--- config.mk ---
export PLATFORM = sky130hd
export DESIGN_NAME = reg_scoreboard
export DESIGN_NICKNAME = d
export VERILOG_FILES = /design/src/rtl/mips_pkg.sv /design/src/rtl/sb_entry.sv /design/src/rtl/reg_scoreboard.sv
export SDC_FILE = /design/constraint.sdc
export NUM_CORES = 1
export LEC_CHECK = 0
export ABC_AREA = 1
export CAP_MARGIN = 20
export CORE_MARGIN = 3
export CORE_UTILIZATION = 50
export CTS_BUF_LIST = sky130_fd_sc_hd__clkbuf_16
export CTS_CLUSTER_DIAMETER = 50
export DETAILED_ROUTE_END_ITERATION = 8
export PLACE_DENSITY = 0.69
export SLEW_MARGIN = 20
export SYNTH_ARGS = -nofsm -noshare
export SYNTH_HDL_FRONTEND = slang
export SYNTH_SLANG_ARGS = --single-unit
export TNS_END_PERCENT = 10
--- constraint.sdc ---
create_clock -name clk -period 4 [get_ports clk]
set_input_delay 0.4 -clock clk [delete_from_list [all_inputs] [get_ports clk]]
set_output_delay 0.4 -clock clk [all_outputs]
set_load 0.01 [all_outputs]
--- src/rtl/mips_pkg.sv ---
// Shared widths and Tuse/Tnew constants for the MIPS pipeline hazard logic.
package mips_pkg;

  localparam int unsigned NREG = 32;
  localparam int unsigned AW   = 5;
  localparam int unsigned TW   = 2;
  localparam int unsigned CW   = 2;

  typedef logic [TW-1:0] tcyc_t;
  typedef logic [CW-1:0] wcnt_t;
  typedef logic [AW-1:0] raddr_t;

  // Largest representable in-flight writer count; a further issue must stall.
  localparam wcnt_t INFL_MAX = CW'((1 << CW) - 1);

  localparam tcyc_t ALU_TNEW      = TW'(1);
  localparam tcyc_t LOAD_TNEW     = TW'(2);
  localparam tcyc_t BR_TUSE       = TW'(0);
  localparam tcyc_t ALU_TUSE      = TW'(1);
  localparam tcyc_t STORE_RT_TUSE = TW'(2);

endpackage

--- src/rtl/sb_entry.sv ---
// One scoreboard register: in-flight writer count plus the youngest writer's remaining Tnew.
module sb_entry
  import mips_pkg::*;
(
  input  logic          clk,
  input  logic          rst,
  input  logic          iss_i,
  input  logic          ret_i,
  input  logic [TW-1:0] tnew_i,
  output logic [CW-1:0] inflight_o,
  output logic [TW-1:0] cnt_o,
  output logic          ret_err_o
);

  wcnt_t inflight_q, inflight_d;
  tcyc_t cnt_q, cnt_d;

  // Next state: countdown, then retire, then issue (issue overrides the count).
  always_comb begin
    inflight_d = inflight_q;
    cnt_d      = cnt_q;
    if (cnt_q != '0) begin
      cnt_d = cnt_q - TW'(1);
    end
    if (ret_i && !iss_i && inflight_q != '0) begin
      inflight_d = inflight_q - CW'(1);
      if (inflight_q == CW'(1)) begin
        cnt_d = '0;
      end
    end
    if (iss_i) begin
      cnt_d = tnew_i;
      if (!ret_i) begin
        inflight_d = inflight_q + CW'(1);
      end
    end
  end

  // State register with synchronous reset.
  always_ff @(posedge clk) begin
    if (rst) begin
      inflight_q <= '0;
      cnt_q      <= '0;
    end else begin
      inflight_q <= inflight_d;
      cnt_q      <= cnt_d;
    end
  end

  assign inflight_o = inflight_q;
  assign cnt_o      = cnt_q;
  assign ret_err_o  = ret_i && (inflight_q == '0);

endmodule

--- src/rtl/reg_scoreboard.sv ---
// D-stage hazard scoreboard: tracks in-flight GRF writes and stalls reads that forwarding cannot serve yet.
module reg_scoreboard
  import mips_pkg::*;
(
  input  logic          clk,
  input  logic          rst,
  input  logic          iss_valid,
  input  logic [4:0]    iss_rs,
  input  logic [TW-1:0] iss_rs_tuse,
  input  logic          iss_rs_use,
  input  logic [4:0]    iss_rt,
  input  logic [TW-1:0] iss_rt_tuse,
  input  logic          iss_rt_use,
  input  logic [4:0]    iss_dst,
  input  logic [TW-1:0] iss_tnew,
  input  logic          wb_we,
  input  logic [4:0]    wb_addr,
  output logic          stall,
  output logic          rs_pend,
  output logic          rt_pend,
  output logic          err
);

  logic [NREG-1:0][CW-1:0] infl;
  logic [NREG-1:0][TW-1:0] cnt;
  logic [NREG-1:0]         ret_err;
  logic                    haz_rs, haz_rt, full_dst, issue;
  logic                    err_q;

  // $0 is hard-wired untracked.
  assign infl[0]    = '0;
  assign cnt[0]     = '0;
  assign ret_err[0] = 1'b0;

  assign issue = iss_valid && !stall && (iss_dst != '0);

  // One tracking entry per writable register.
  for (genvar r = 1; r < NREG; r++) begin : g_ent
    sb_entry u_ent (
      .clk        (clk),
      .rst        (rst),
      .iss_i      (issue && (iss_dst == AW'(r))),
      .ret_i      (wb_we && (wb_addr == AW'(r))),
      .tnew_i     (iss_tnew),
      .inflight_o (infl[r]),
      .cnt_o      (cnt[r]),
      .ret_err_o  (ret_err[r])
    );
  end

  // Read-side compare: pending writers and whether their result arrives too late.
  always_comb begin
    rs_pend  = iss_valid && (iss_rs != '0) && (infl[iss_rs] != '0);
    rt_pend  = iss_valid && (iss_rt != '0) && (infl[iss_rt] != '0);
    haz_rs   = rs_pend && iss_rs_use && (cnt[iss_rs] > iss_rs_tuse);
    haz_rt   = rt_pend && iss_rt_use && (cnt[iss_rt] > iss_rt_tuse);
    full_dst = iss_valid && (iss_dst != '0) && (infl[iss_dst] == INFL_MAX);
    stall    = haz_rs || haz_rt || full_dst;
  end

  // Sticky error on retiring a register with no writer in flight.
  always_ff @(posedge clk) begin
    if (rst) begin
      err_q <= 1'b0;
    end else if (|ret_err) begin
      err_q <= 1'b1;
    end
  end

  assign err = err_q;

endmodule

Word-level counts from Yosys, hierarchy flattened
Index checks and enable logic that the tools add are counted.
Widths: inputs -> output; s select.
Word-level totals
  output and inout port bits: 4
  input port bits: 32
  logic and storage cells: 782
  register bits: 125
Cells by class
  order comparisons: 5
  eq/ne operators: 94
  muxes and demuxes: 227
  reduce and logical (&&, ||, !) cells: 300
  add/subtract/negate cells: 93
Operator list (count)
  $mux 2: 222
  $logic_and 1x1->1: 167
  $eq 5x5->1 const B: 32
  $reduce_bool 2->1: 64
  $sub 2x1->2 const B: 62
  $eq 5x4->1 const B: 16
  $add 2x1->2 const B: 31
  $eq 2x1->1 const B: 31
  $logic_not 2->1: 31
  $bmux 2 s5: 5
  $eq 5x3->1 const B: 8
  $logic_not 1->1: 32
  $reduce_or 31->1: 1
  $eq 5x2->1 const B: 4
  $lt 5x6->1 const B: 3
  $reduce_bool 5->1: 3
  $eq 5x1->1 const B: 2
  $gt 2x2->1: 2
  $eq 2x2->1 const B: 1
  $logic_or 1x1->1: 2

Logic depth before layout (Yosys ltp)
  depth in word-level cells: 18
  depth in mapped cells: 27
  gate-level depth less buffers: 24

Cells and area by module
From an unflattened synthesis, not the netlist that was laid out.
Second synthesis, totals
  cell total of the unflattened synthesis: 1944
  area, all modules: 11110.7 um2
Modules (own cells, without submodules)
  sb_entry: cells each 37, seq. area each 80.1 um2, times used 31, area an instance 240.2 um2
  reg_scoreboard: cells each 797, seq. area each 20.0 um2, times used 1, area an instance 3663.5 um2

Least setup slack after synthesis
No wires, ideal clock.
  path type: input to register
  start: in iss_rs[0]
  end: reg g_ent[1].u_ent.inflight_q[1]
  path buffers: 4
  slack: 0.819 ns
  required time: 3.891 ns
  data arrival time: 3.072 ns
  stages: 25
  library setup time: 0.109 ns
  cell sequence: inv_2 > buf_2 > buf_2 > clkbuf_1 > a21oi_1 > o21ai_0 > o221ai_1 > o211ai_1 > a31oi_1 > ha_1 > inv_1 > nor2_1 > nor2_1 > a21oi_1 > nand2_1 > inv_1 > nand4_1 > nand3_4 > nor2_8 > buf_4 > nand4_1 > nor2_1 > nor2_1 > nand2_1 > inv_1
On the way
  longest elaborated chain between the ends: 18
  elaborated cells on any way between the ends: 23
  those cells by class: order compare (1); mux (7); reduce/logical (15)
RTL lines
  from (decl): RTL line reg_scoreboard.sv:8  | input logic [4:0] iss_rs,
  $bmux 2 s5: RTL line reg_scoreboard.sv:53  | rs_pend = iss_valid && (iss_rs != '0) && (infl[iss_rs] != '0);
  $mux 2 (not written as such): RTL line reg_scoreboard.sv:53
  $reduce_bool 2->1: RTL line reg_scoreboard.sv:53
  $logic_and 1x1->1: RTL line reg_scoreboard.sv:53
  $logic_and 1x1->1: RTL line reg_scoreboard.sv:55  | haz_rs = rs_pend && iss_rs_use && (cnt[iss_rs] > iss_rs_tuse);
  $logic_and 1x1->1 (*): RTL line reg_scoreboard.sv:55
  $logic_or 1x1->1 (*) (2 in a row): RTL line reg_scoreboard.sv:58  | stall = haz_rs || haz_rt || full_dst;
  named net stall: RTL line reg_scoreboard.sv:18  | output logic stall,
  $logic_not 1->1 (*): RTL line reg_scoreboard.sv:35  | assign issue = iss_valid && !stall && (iss_dst != '0);
  $logic_and 1x1->1 (*) (2 in a row): RTL line reg_scoreboard.sv:35
  $logic_and 1x1->1 (*): RTL line reg_scoreboard.sv:42  | .iss_i (issue && (iss_dst == AW'(r))),
  $logic_not 1->1: RTL line sb_entry.sv:25  | if (ret_i && !iss_i && inflight_q != '0) begin
  $logic_and 1x1->1 (2 in a row): RTL line sb_entry.sv:25
  $mux 2: RTL line sb_entry.sv:25
  $mux 2: RTL line sb_entry.sv:33  | if (!ret_i) begin
  $mux 2 (*): RTL line sb_entry.sv:31  | if (iss_i) begin
  to (signal assigned): RTL line sb_entry.sv:45  | inflight_q <= inflight_d;
  to (decl): RTL line sb_entry.sv:15  | wcnt_t inflight_q, inflight_d;
Mark *: on every way through the listed nets, which the timed path passes. The rest lies on a longest branch. The select of a mux whose other input is x is not followed.
A chain may end at the register's enable or synchronous reset.

Worst setup path in the final report
  start: in iss_rs[2]
  end: out stall
On the way
  longest elaborated chain between the ends: 8
  elaborated cells on any way between the ends: 13
  those cells by class: order compare (1); mux (4); reduce/logical (8)
RTL lines (RTL line)
  $bmux 2 s5: reg_scoreboard.sv:53
  $mux 2 (not written as such): reg_scoreboard.sv:53
  $reduce_bool 2->1: reg_scoreboard.sv:53
  $logic_and 1x1->1: reg_scoreboard.sv:53
  $logic_and 1x1->1: reg_scoreboard.sv:55
  $logic_and 1x1->1 (*): reg_scoreboard.sv:55
  $logic_or 1x1->1 (*) (2 in a row): reg_scoreboard.sv:58
  to (decl): reg_scoreboard.sv:18
Every way passes the cells marked *; elsewhere a longest branch is shown, timed or not. The select of a mux whose other input is x is not followed.

==> impl_results.md <==
* Hold Path Class: flop to flop
* Clock tree buffer depth at 2
* Dominant synthesized flop cell: dfxtp_1
* Die width at 152 um
* Final ANT Viol Nets at 0
* Starting Density at 51.9%
* Slew @ Worst Pin at 0.848 ns
* Worst Hold Launch: err$_SDFFE_PP0P_
* Fraction of layout cells with a size suffix above 1 at 6.94%
* Worst EP arrival at 3.36 ns
* Placer's final routability congestion estimate at 1.10
* Peak supply drop at 0.240 mV
* CP Class: primary input to primary output
* # port buffers at 35
* Most frequent cells in the layout: nand2_1, inv_1, nor2_1
* Num CTS Buffers at 17
* Cts hold-fix bufs at 0
* Area grow syn2layout at 14.9%
* Io pins at 36
* Skew-Pair Late Insertion Delay at 0.44 ns
* First-pass GRT wire length at 66800 um
* R2R Setup Slk at 0.77 ns
* DR WL/cell at 20.1 um
* Run status: finished, final reports clean
* Share of flip-flops with an asynchronous set or reset at 0%
* Adder-cell share of the synthesized area at 7.72%
* Critical Path End: stall
* Synth Area in XOR/XNOR at 0%
* Ys Warns at 0
* Largest net degree at the start of global routing at 60
* Worst r2r path cells at 24
* CP bufs+invs at 4
* Req. time, crit path at 3.60 ns
* Worst Setup End Kind: primary output
* CP max stage cell: clkdlybuf4s50_1
* CP max FO at 6
* CTS tree: yes
* Synthesized net count at 1923
* GRT overflow at 0
* Hpwl dp at 33600 um
* Tcrit/Tclk final at 94.1%
* Total wire length at 43500 um
* Setup TNS at 0 ns
* Pre-Repair DR Iteration Count at 6
* Setup violations, final at 0
* Hold Path Depth at 2
* Crit-path max cell delay at 0.54 ns
* Die height at 152 um
* Simple-Gate Fraction of Synth Area at 36.5%
* CTS root buf: clkbuf_16
* Cell Rows at 52
* GRT Total Usage at 36.7%
* Synth cell types at 43
* Pwr/cell area at 282 nW/um^2
* Number of synthesized register bits at 125
* Initial antenna violation count at 0
* Main combinational cell family by area after synthesis: simple AND/OR/NAND/NOR gates
* Fill count at 2091
* Static leakage at 5.46 nW
* CTS clk-pin slew, worst paths at 0.07 ns
* Crit path launch: iss_rs[2]
* Vias post-DR at 12700
* Compound-Gate Fraction of Synth Area at 18.2%
* Vias in the first global route at 11500
* Multiplexer share of the synthesized area at 0%
* Worst r2r src: g_ent[26].u_ent.cnt_o[1]$_SDFF_PP0_
* RSZ-0062 raised after global routing: no
* Final Critical Period at 3.76 ns
* Final Hold Viols at 0
* H-tree depth at 4
* Setup Skew at 0.0113 ns
* Slew HR at 43.0%
* Clk sink count at 125
* Startpoint types: primary input
* CP top delay family: buffers and inverters
* Critical Path Stages at 14
* Vias per inst at 5.84
* Final core occ at 59.6%
* Slew Viols, Final at 0
* Core Region at 20600 sq um
* Die Footprint at 23200 sq um
* Residual DRC at 0
* CP cell instances: clkdlybuf4s50_1 > inv_1 > nor2_1 > o211ai_1 > a21oi_1 > a221oi_1 > o21ai_0 > ha_1 > a21oi_1 > nand2_1 > inv_1 > nand4_1 > nand3_4 > clkdlybuf4s50_1
* Post-synth EDFFs at 0
* Nets@finish at 1986
* R2r endpoint: g_ent[11].u_ent.inflight_o[1]$_SDFF_PP0_
* Post-Syn Area at 10700 sq um
* Commonest non-fill, non-tap cell in the layout: nand2_1
* Achievable Freq at 0.266 GHz
* Maxcap violations at 0
* Syn Area/Cell at 5.86 sq um
* Number of diodes at 0
* Initial DRC count at 1550
* Post-Syn Instances at 1825
* Seq/Total Area, Yosys at 23.4%
## worst min-delay path: cells and delay by family (launching register included)
family | cells | cell delay, ns
flip-flops | 1 | 0.31
buffers and inverters | 1 | 0.05
AO/OA/AOI/OAI | 1 | 0.07
## Yosys cell counts, drive strengths merged (4+ instances only)
library cell	instances	area (sq um)
o221ai	9	78.8
dfxtp	125	2500
ha	66	826
nor3	7	35.0
o22ai	7	43.8
buf	33	209
o2111ai	8	70.1
a21oi	127	636
nor2	295	1130
a221oi	4	35.0
nand3	217	1100
clkbuf	34	128
inv	315	1180
nand2	384	1460
o21ai	76	380
o311ai	6	52.6
o211ai	68	510
nand3b	11	82.6
nand4	11	68.8
a31oi	6	37.5
## worst min path at each step
| stage | end | slack (ns) |
|---|---|---|
| final | err$_SDFFE_PP0P_ | 0.48 |
| after detailed placement | err$_SDFFE_PP0P_ | 0.46 |
| after floorplan | err$_SDFFE_PP0P_ | 0.50 |
| after CTS | err$_SDFFE_PP0P_ | 0.48 |
| after global placement | err$_SDFFE_PP0P_ | 0.47 |
| after global routing | err$_SDFFE_PP0P_ | 0.51 |
## cell families after synthesis
| group | after synthesis |
|---|---|
| compound gates | 323 |
| fa+ha+maj | 66 |
| buf+inv | 382 |
| flops | 125 |
| simple gates | 929 |
## sequential cells by signal, indices dropped and copies added, names as in the netlist
register                count
g_ent.u_ent.inflight_o     62
g_ent.u_ent.cnt_o          62
err                         1
## power by group
part	switching, mW	internal [mW]
Combinational	0.388	0.196
Clock	0.729	0.877
Sequential	0.0138	1.26
Total	1.13	2.33
## stage by stage
stage | hold slack (ns) | instance area, sq um | power (mW) | cells | setup slack [ns]
global placement | 0.467 | 11700 | 1.85 | 2136 | -0.0236
global route | 0.509 | 12300 | 3.55 | 2171 | 0.0369
floorplan | 0.495 | 10700 | 1.61 | 1825 | 0.819
detailed placement | 0.465 | 11700 | 1.85 | 2136 | -0.0382
CTS | 0.479 | 12200 | 3.44 | 2168 | 0.00115
finish | 0.476 | 12300 | 3.46 | 2171 | 0.235
## what timing repair did
item                                    in CTS  in global routing
endpoints found under the setup margin       1                  1
setup buffers                                0                  3
resized for setup                            2                 12
## layer usage
| metal | vias up | track usage (%) | part of all wire (%) |
|---|---|---|---|
| met4 | 0 | 16.5 | 4.6 |
| met5 | - | 0 | 0 |
| met3 | 135 | 8.63 | 12 |
| met2 | 773 | 56.1 | 42 |
| li1 | 6046 | - | - |
| met1 | 5733 | 49.1 | 41 |
## cell type report
type	instances	area (sq um)	area share, %
Tap cell	270	338	2.75
Multi-Input combinational cell	1318	6690	54.4
Clock buffer	17	425	3.46
Sequential cell	125	2500	20.4
Timing Repair Buffer	111	997	8.12
Inverter	315	1190	9.66
Clock inverter	15	150	1.22
Power figures use the tool's default switching activity.
